--- src/rtl/adder_ctrl_pkg.sv ---
// Shared definitions for the bit-serial adder controller: FSM state encoding
// and the default operand width.
package adder_ctrl_pkg;

    typedef enum logic [1:0] {
        IDLE  = 2'd0,
        SHIFT = 2'd1,
        DONE  = 2'd2
    } state_t;

    localparam int WIDTH_DEF = 8;

endpackage

--- src/rtl/top_full_adder.sv ---
// One-bit full adder cell.
// Latency: combinational, zero cycles.
// Backpressure: none; pure logic.
module top_full_adder (
    input  logic a,
    input  logic b,
    input  logic cin,
    output logic sum,
    output logic cout
);

    assign sum  = a ^ b ^ cin;
    assign cout = (a & b) | (cin & (a ^ b));

endmodule

--- src/rtl/serial_adder_ctrl.sv ---
// Bit-serial adder: {cout,sum} = a + b + cin, LSB first, one bit per clock.
// Latency: done pulses WIDTH edges after the start edge; WIDTH+1 cycles occupied.
// Backpressure: start is only honoured in IDLE; requests in SHIFT/DONE are dropped.
module serial_adder_ctrl
    import adder_ctrl_pkg::*;
#(
    parameter int WIDTH = WIDTH_DEF
) (
    input  logic             clk,
    input  logic             rst_n,
    input  logic             start,
    input  logic [WIDTH-1:0] a,
    input  logic [WIDTH-1:0] b,
    input  logic             cin,
    output logic             busy,
    output logic             done,
    output logic [WIDTH-1:0] sum,
    output logic             cout,
    output logic             ovf
);

    localparam int             CW   = (WIDTH > 1) ? $clog2(WIDTH) : 1;
    localparam logic [CW-1:0]  LAST = CW'(WIDTH - 1);

    state_t            state;
    state_t            state_nxt;
    logic [CW-1:0]     cnt;
    logic [WIDTH-1:0]  a_sr;
    logic [WIDTH-1:0]  b_sr;
    logic              carry;
    logic              fa_sum;
    logic              fa_cout;
    logic              last_bit;

    assign last_bit = (cnt == LAST);

    top_full_adder u_fa (
        .a    (a_sr[0]),
        .b    (b_sr[0]),
        .cin  (carry),
        .sum  (fa_sum),
        .cout (fa_cout)
    );

    always_ff @(posedge clk or negedge rst_n) begin
        if (!rst_n) begin
            state <= IDLE;
        end else begin
            state <= state_nxt;
        end
    end

    always_comb begin
        state_nxt = state;
        busy      = 1'b0;
        done      = 1'b0;
        case (state)
            IDLE: begin
                if (start) begin
                    state_nxt = SHIFT;
                end
            end
            SHIFT: begin
                busy = 1'b1;
                if (last_bit) begin
                    state_nxt = DONE;
                end
            end
            DONE: begin
                done      = 1'b1;
                state_nxt = IDLE;
            end
            default: begin
                state_nxt = IDLE;
            end
        endcase
    end

    // cout/ovf are only rewritten on the final bit, so they hold through IDLE
    always_ff @(posedge clk or negedge rst_n) begin
        if (!rst_n) begin
            cnt   <= '0;
            a_sr  <= '0;
            b_sr  <= '0;
            carry <= 1'b0;
            sum   <= '0;
            cout  <= 1'b0;
            ovf   <= 1'b0;
        end else begin
            case (state)
                IDLE: begin
                    if (start) begin
                        a_sr  <= a;
                        b_sr  <= b;
                        carry <= cin;
                        cnt   <= '0;
                        sum   <= '0;
                    end
                end
                SHIFT: begin
                    sum   <= {fa_sum, sum[WIDTH-1:1]};
                    carry <= fa_cout;
                    a_sr  <= a_sr >> 1;
                    b_sr  <= b_sr >> 1;
                    if (last_bit) begin
                        // carry register still holds the carry into the MSB here
                        cout <= fa_cout;
                        ovf  <= carry ^ fa_cout;
                    end else begin
                        cnt <= cnt + 1'b1;
                    end
                end
                default: begin
                end
            endcase
        end
    end

endmodule

--- config.mk ---
export PLATFORM = sky130hd
export DESIGN_NAME = serial_adder_ctrl
export DESIGN_NICKNAME = d
export VERILOG_FILES = /design/src/rtl/adder_ctrl_pkg.sv /design/src/rtl/top_full_adder.sv /design/src/rtl/serial_adder_ctrl.sv
export SDC_FILE = /design/constraint.sdc
export NUM_CORES = 1
export LEC_CHECK = 0
export ABC_CLOCK_PERIOD_IN_PS = 1500
export CORE_UTILIZATION = 44
export CTS_CLUSTER_DIAMETER = 30
export DETAILED_ROUTE_END_ITERATION = 12
export GPL_ROUTABILITY_DRIVEN = 0
export PLACE_DENSITY = 0.76
export SYNTH_ARGS = -nofsm -noshare
export SYNTH_HDL_FRONTEND = slang
export SYNTH_HIERARCHICAL = 1
export SYNTH_SLANG_ARGS = --single-unit
--- constraint.sdc ---
create_clock -name clk -period 1.5 [get_ports clk]
set_clock_uncertainty 0.2 [all_clocks]
set_input_delay 0.45 -clock clk [delete_from_list [all_inputs] [get_ports clk]]
set_output_delay 0.45 -clock clk [all_outputs]
set_load 0.005 [all_outputs]
* Word level (Yosys, flattened, before mapping)
Cells that the tools add are included.
** Cells by class
- $add $sub $neg :: 1
- Equality and inequality tests :: 6
- Multiplexer cells :: 16
- Bitwise logic cells :: 6
- Reduce and logical (&&, ||, !) cells :: 6
** Operator list (count)
- case mux 8 bit (2 select lines) :: 3
- 2-to-1 mux 8 bit :: 3
- 2-to-1 mux 3 bit :: 2
- inequality test 2 bit, second input constant :: 3
- case mux 3 bit (2 select lines) :: 1
- AND reduction 2 bit :: 3
- 2-to-1 mux 2 bit :: 2
- case mux 2 bit (2 select lines) :: 1
- adder 3 x 1 -> 3 bit, second input constant :: 1
- equality test 3 bit, second input constant :: 1
- 2-to-1 mux 1 bit :: 3
- AND reduction 3 bit :: 1
- XOR 1 bit :: 3
- bitwise AND 1 bit :: 2
- equality test 2 x 1 -> 1 bit, second input constant :: 1
- equality test 2 bit, second input constant :: 1
- zero test 2 bit :: 1
- case mux 1 bit (2 select lines) :: 1
- nonzero test 2 bit :: 1
- bitwise OR 1 bit :: 1
** Word-level totals
- Register bits after elaboration :: 32
- Input port bits :: 20
- Output and inout bits :: 12
- Word-level logic and storage cells :: 43

* Logic depth before layout (Yosys ltp)
- Depth after elaboration :: 4
- Gate-level depth with buffers :: 6
- Gate-level depth less buffers :: 5

* Modules after synthesis
Netlist, hierarchy kept.
** By module, submodules not included
- serial_adder_ctrl :: instances 1, cells each 127, area each 1436.4 sq um, seq. area each 800.8 sq um
- top_full_adder :: instances 1, cells each 1, area each 20.0 sq um, seq. area each 0.0 sq um

* Least setup slack after synthesis
No wires, ideal clock.
- Kind :: flip-flop to flip-flop
- From :: register cnt[0]
- To :: register cout
- Setup time :: 0.125 ns
- Data arrival time :: 1.263 ns
- Required time :: 1.175 ns
- Slack :: -0.088 ns
- Cell stages (with the launch flop) :: 5
- Buffers on the path :: 0
- Clock period less this slack :: 1.588 ns
- Cell sequence :: dfrtp_1 -> ha_1 -> ha_1 -> and2_4 -> mux2_4
** Between the ends
- Longest elaborated chain between the ends :: 2
** RTL lines
- start: declaration :: RTL line serial_adder_ctrl.sv:27 : logic [CW-1:0] cnt;
- start signal: assignment :: RTL line serial_adder_ctrl.sv:110 : cnt <= cnt + 1'b1;
- equality test 3 bit :: RTL line serial_adder_ctrl.sv:35 : assign last_bit = (cnt == LAST);
- AND reduction 2 bit (no line)
- end signal: assignment :: RTL line serial_adder_ctrl.sv:107 : cout <= fa_cout;
- end: declaration :: RTL line serial_adder_ctrl.sv:18 : output logic cout,
Every way passes these cells.
A chain may end at the register's enable or synchronous reset.

* Worst setup path in the final report
- From :: register state[1]
- To :: output busy
** Between the ends
- Longest elaborated chain between the ends :: 2
** RTL lines
- start: declaration :: RTL line serial_adder_ctrl.sv:25 : state_t state;
- start signal: assignment :: RTL line serial_adder_ctrl.sv:49 : state <= state_nxt;
- equality test 2 x 1 -> 1 bit :: RTL line serial_adder_ctrl.sv:57 : case (state)
- 2-to-1 mux 1 bit :: RTL line serial_adder_ctrl.sv:57
- end: declaration :: RTL line serial_adder_ctrl.sv:15 : output logic busy,
Every way passes these cells.

==> reports/summary.txt <==
Run status: complete, but fails checks
Failing checks: setup timing
Width of the chip: 59.53 um
XOR/XNOR share of the synthesized area: 0.6014%
Highest clock frequency the design can meet: 0.5559 GHz
Total clock buffers created by CTS: 5
Setup TNS after final layout: -3327 ps
R2r setup slk: -260 ps
Peak VDD IR: 0.001162 V
Synthesized netlist net count: 151
H-Tree Depth: 2
Boundary Pins: 32
Area of the mapped netlist: 1456 um2
Number of buffers added to fix hold violations after cts: 0
Cell types with the largest area share after synthesis: sky130_fd_sc_hd__dfrtp_1 (55%), sky130_fd_sc_hd__o22ai_1 (11%), sky130_fd_sc_hd__a21oi_1 (5.5%)
Delay of the slowest critical-path stage: 420 ps
Number of antenna violations at the first check in global routing: 0
P per Cell Area: 1892 nW/um2
Detailed placer's ending HPWL: 2391 um
Synthesized-area fraction occupied by ao, oa, aoi and oai cells: 27.75%
Antenna Diode Count: 0
Critical path peak fanout: 2
Worst-case headroom to the max-slew limit: 82.20%
Data required time at the worst endpoint: 850 ps
Total grt overflow: 0
Synth Instances: 128
Clock-pin slew reported for the worst setup and hold paths after clock tree synthesis: 100 ps
Path type of the worst min-delay path: in -> async
Post-synthesis cell type count: 27
Most used cell along the critical path: sky130_fd_sc_hd__buf_6
Wire length reported by the detailed router: 4004 um
All-Layer GR Usage: 22.86%
Adder-cell share of the synthesized area: 3.093%
Die outline area: 3544 um2
Maximum number of buffers from clock root to sink: 2
PnR worst setup slack: -299.0 ps
Initial core utilization: 46.94%
Pin count of the biggest net entering global routing: 33
Vertical die dimension: 59.53 um
Clock tree from TritonCTS: yes
Routed length per placed instance: 16.28 um
Area share of the leading cell type in the synthesized netlist: 54.98%
Sort of element at the end of the critical path: output port
Crit path time final: 1799 ps
Prevailing post-synth register cell: sky130_fd_sc_hd__dfrtp_1
Unrepaired setup endpoints after global routing: true
Number of vias per cell after detailed routing: 5.593
Number of rows created at floorplan: 20
Leakage power figure: 1.044 nW
Fraction of layout instances using a drive strength above 1: 54.95%
Cell type contributing the most total cell area after synthesis: sky130_fd_sc_hd__dfrtp_1
# fillers: 224
Main combinational cell family by area after synthesis: compound AO/OA/AOI/OAI gates
Final setup violating endpoints: 34
Post-synthesis mux area share: 1.031%
Clk sinks: 32
Critical path startpoint: state[1]$_DFFE_PN0P_
Arrival @ worst endpoint: 1150 ps
DRC violation total after the first TritonRoute iteration: 14
Total vias in the final route: 1,376
Final Hold Vio Count: 0
Final number of max-transition violations: 0
Area growth from synthesis to layout: 64.69%
Portion of the post-synthesis area used by sequential elements: 54.98%
First-pass GRT wire length: 5899 um
Insertion delay to the later sink of the worst-skew pair: 330 ps
Sequence of cells on the critical path: buf_6 -> nand2b_4 -> inv_4 -> buf_6
ANT nets after route: 0
Post-synthesis register bit count: 32
Slew at the pin closest to its max-slew limit: 266.5 ps
Clock root buffer master: sky130_fd_sc_hd__clkbuf_4
Post-Syn Area per Cell: 11.38 um2
Critical path startpoint category: flip-flop
Number of warnings printed during yosys synthesis: 6
Number of nets in the layout: 225
DRC violation count after routing: 0
Number of maximum-capacitance violations: 0
Startpoint of the worst register-to-register path: state[1]$_DFFE_PN0P_
Post-synth EDFFs: 0
First-pass iteration count of the detailed router: 4
Worst setup path end: busy
Category of the critical setup timing path: reg -> out
Simple-gate portion of the synthesized area: 6.959%
Final period util: 119.9%
Number of cells on the worst reg-to-reg path: 8
WHS: 263.3 ps
Reg-to-reg critical path endpoint: cout$_DFFE_PN0P_
Total core area: 3103 um2
Number of port buffers: 31
DP Worst Slack: -393.2 ps
Share of flip-flops with an asynchronous set or reset: 100.0%
Crit path max-delay cell type: sky130_fd_sc_hd__dfrtp_1
Via count of the first global-routing pass: 1,310
## worst max-delay path, delay by kind of cell, from the launching register on
kind | cells | cell delay [ps]
flip-flops | 1 | 420
AND/OR/NAND/NOR | 1 | 140
buffers and inverters | 3 | 260
## worst min-delay path by stage
stage / from / to / slack [ps] / cells after the start
after floorplan: rst_n / a_sr[0]$_DFFE_PN0P_ / -50 / 0
after global placement: sum[0]$_DFFE_PN0P_ / sum[0]$_DFFE_PN0P_ / 290 / 1
after detailed placement: sum[0]$_DFFE_PN0P_ / sum[0]$_DFFE_PN0P_ / 300 / 1
after CTS: rst_n / sum[0]$_DFFE_PN0P_ / 270 / 2
after global routing: rst_n / sum[1]$_DFFE_PN0P_ / 270 / 2
final: rst_n / sum[0]$_DFFE_PN0P_ / 260 / 2
## metrics by stage
stage | instance area (um2) | utilization (%) | cells | total power [mW]
2_1_floorplan | 1471 | - | 128 | 2.534
3_3_place_gp | 1984 | 63.95 | 217 | 3.279
3_5_place_dp | 1984 | 63.95 | 217 | 3.371
4_1_cts | 2177 | 70.16 | 239 | 4.067
5_1_grt | 2399 | 77.30 | 246 | 4.835
6_report | 2399 | 77.30 | 246 | 4.539
## logic make-up after synthesis
| kind of cell | Yosys count |
|---|---|
| compound gates | 62 |
| flops | 32 |
| simple gates | 16 |
| buf+inv | 13 |
| fa+ha+maj | 3 |
| xor+xnor | 1 |
| mux | 1 |
## sequential cells by signal (all words and copies together) (netlist names)
signal  cells
b_sr        8
cnt         3
carry       1
ovf         1
cout        1
a_sr        8
state       2
sum         8
## power breakdown
group          switching (mW)  leakage (nW)  internal, mW  total, mW
combinational            1.09         0.632          1.44       2.53
clock                   0.291        0.0281         0.172      0.464
sequential              0.302         0.383          1.25       1.55
total                    1.68          1.04          2.86       4.54
## layout make-up
cell class                      count  area, um2  share of cell area [%]
Tap cell                           44      55.05                   2.295
Timing Repair Buffer               76      679.4                   28.33
Inverter                            3      20.02                  0.8346
Multi-Input combinational cell     84      797.0                   33.23
Clock buffer                        6      41.29                   1.721
Sequential cell                    32      800.8                   33.39
Clock inverter                      1      5.005                  0.2087
## Yosys cell counts, drive strengths merged, types with 2 or more instances
cell / number
o2bb2ai: 3
buf: 10
nand2b: 4
dfrtp: 32
a22oi: 2
nand2: 2
a22o: 8
o22ai: 25
nor2: 5
ha: 2
o21ai: 5
o221a: 2
a21oi: 16
inv: 3
nand3b: 2
## what timing repair did
| item | CTS | global route |
|---|---|---|
| setup endpoints to repair | 21 | 42 |
| gates cloned | 1 | 1 |
| resized for setup | 70 | 43 |
| setup buffers | 17 | 8 |
| pin swaps | 17 | 26 |
## cell usage in the layout, fill, tap and decap left out, drive strengths merged
| cell | count |
|---|---|
| a21oi | 16 |
| a22o | 8 |
| a22oi | 2 |
| a2bb2oi | 1 |
| and2 | 1 |
| buf | 57 |
| clkbuf | 6 |
| clkdlybuf4s50 | 18 |
| clkinv | 1 |
| clkinvlp | 1 |
| dfrtp | 32 |
| dlymetal6s2s | 1 |
| fa | 1 |
| ha | 2 |
| inv | 2 |
| mux2 | 1 |
| nand2 | 2 |
| nand2b | 5 |
| nand3b | 2 |
| nor2 | 5 |
| nor2b | 1 |
| nor3 | 1 |
| o21ai | 5 |
| o221a | 2 |
| o22ai | 25 |
| o2bb2ai | 3 |
| xnor2 | 1 |
## layer usage
| layer | global-route usage [%] | share of wire [%] |
|---|---|---|
| met1 | 26.40 | 40 |
| met3 | 6.114 | 5.2 |
| met5 | 0 | 0 |
| met2 | 42.86 | 52 |
| met4 | 3.322 | 2.5 |
Note: power is estimated with default switching activity, not from simulation.
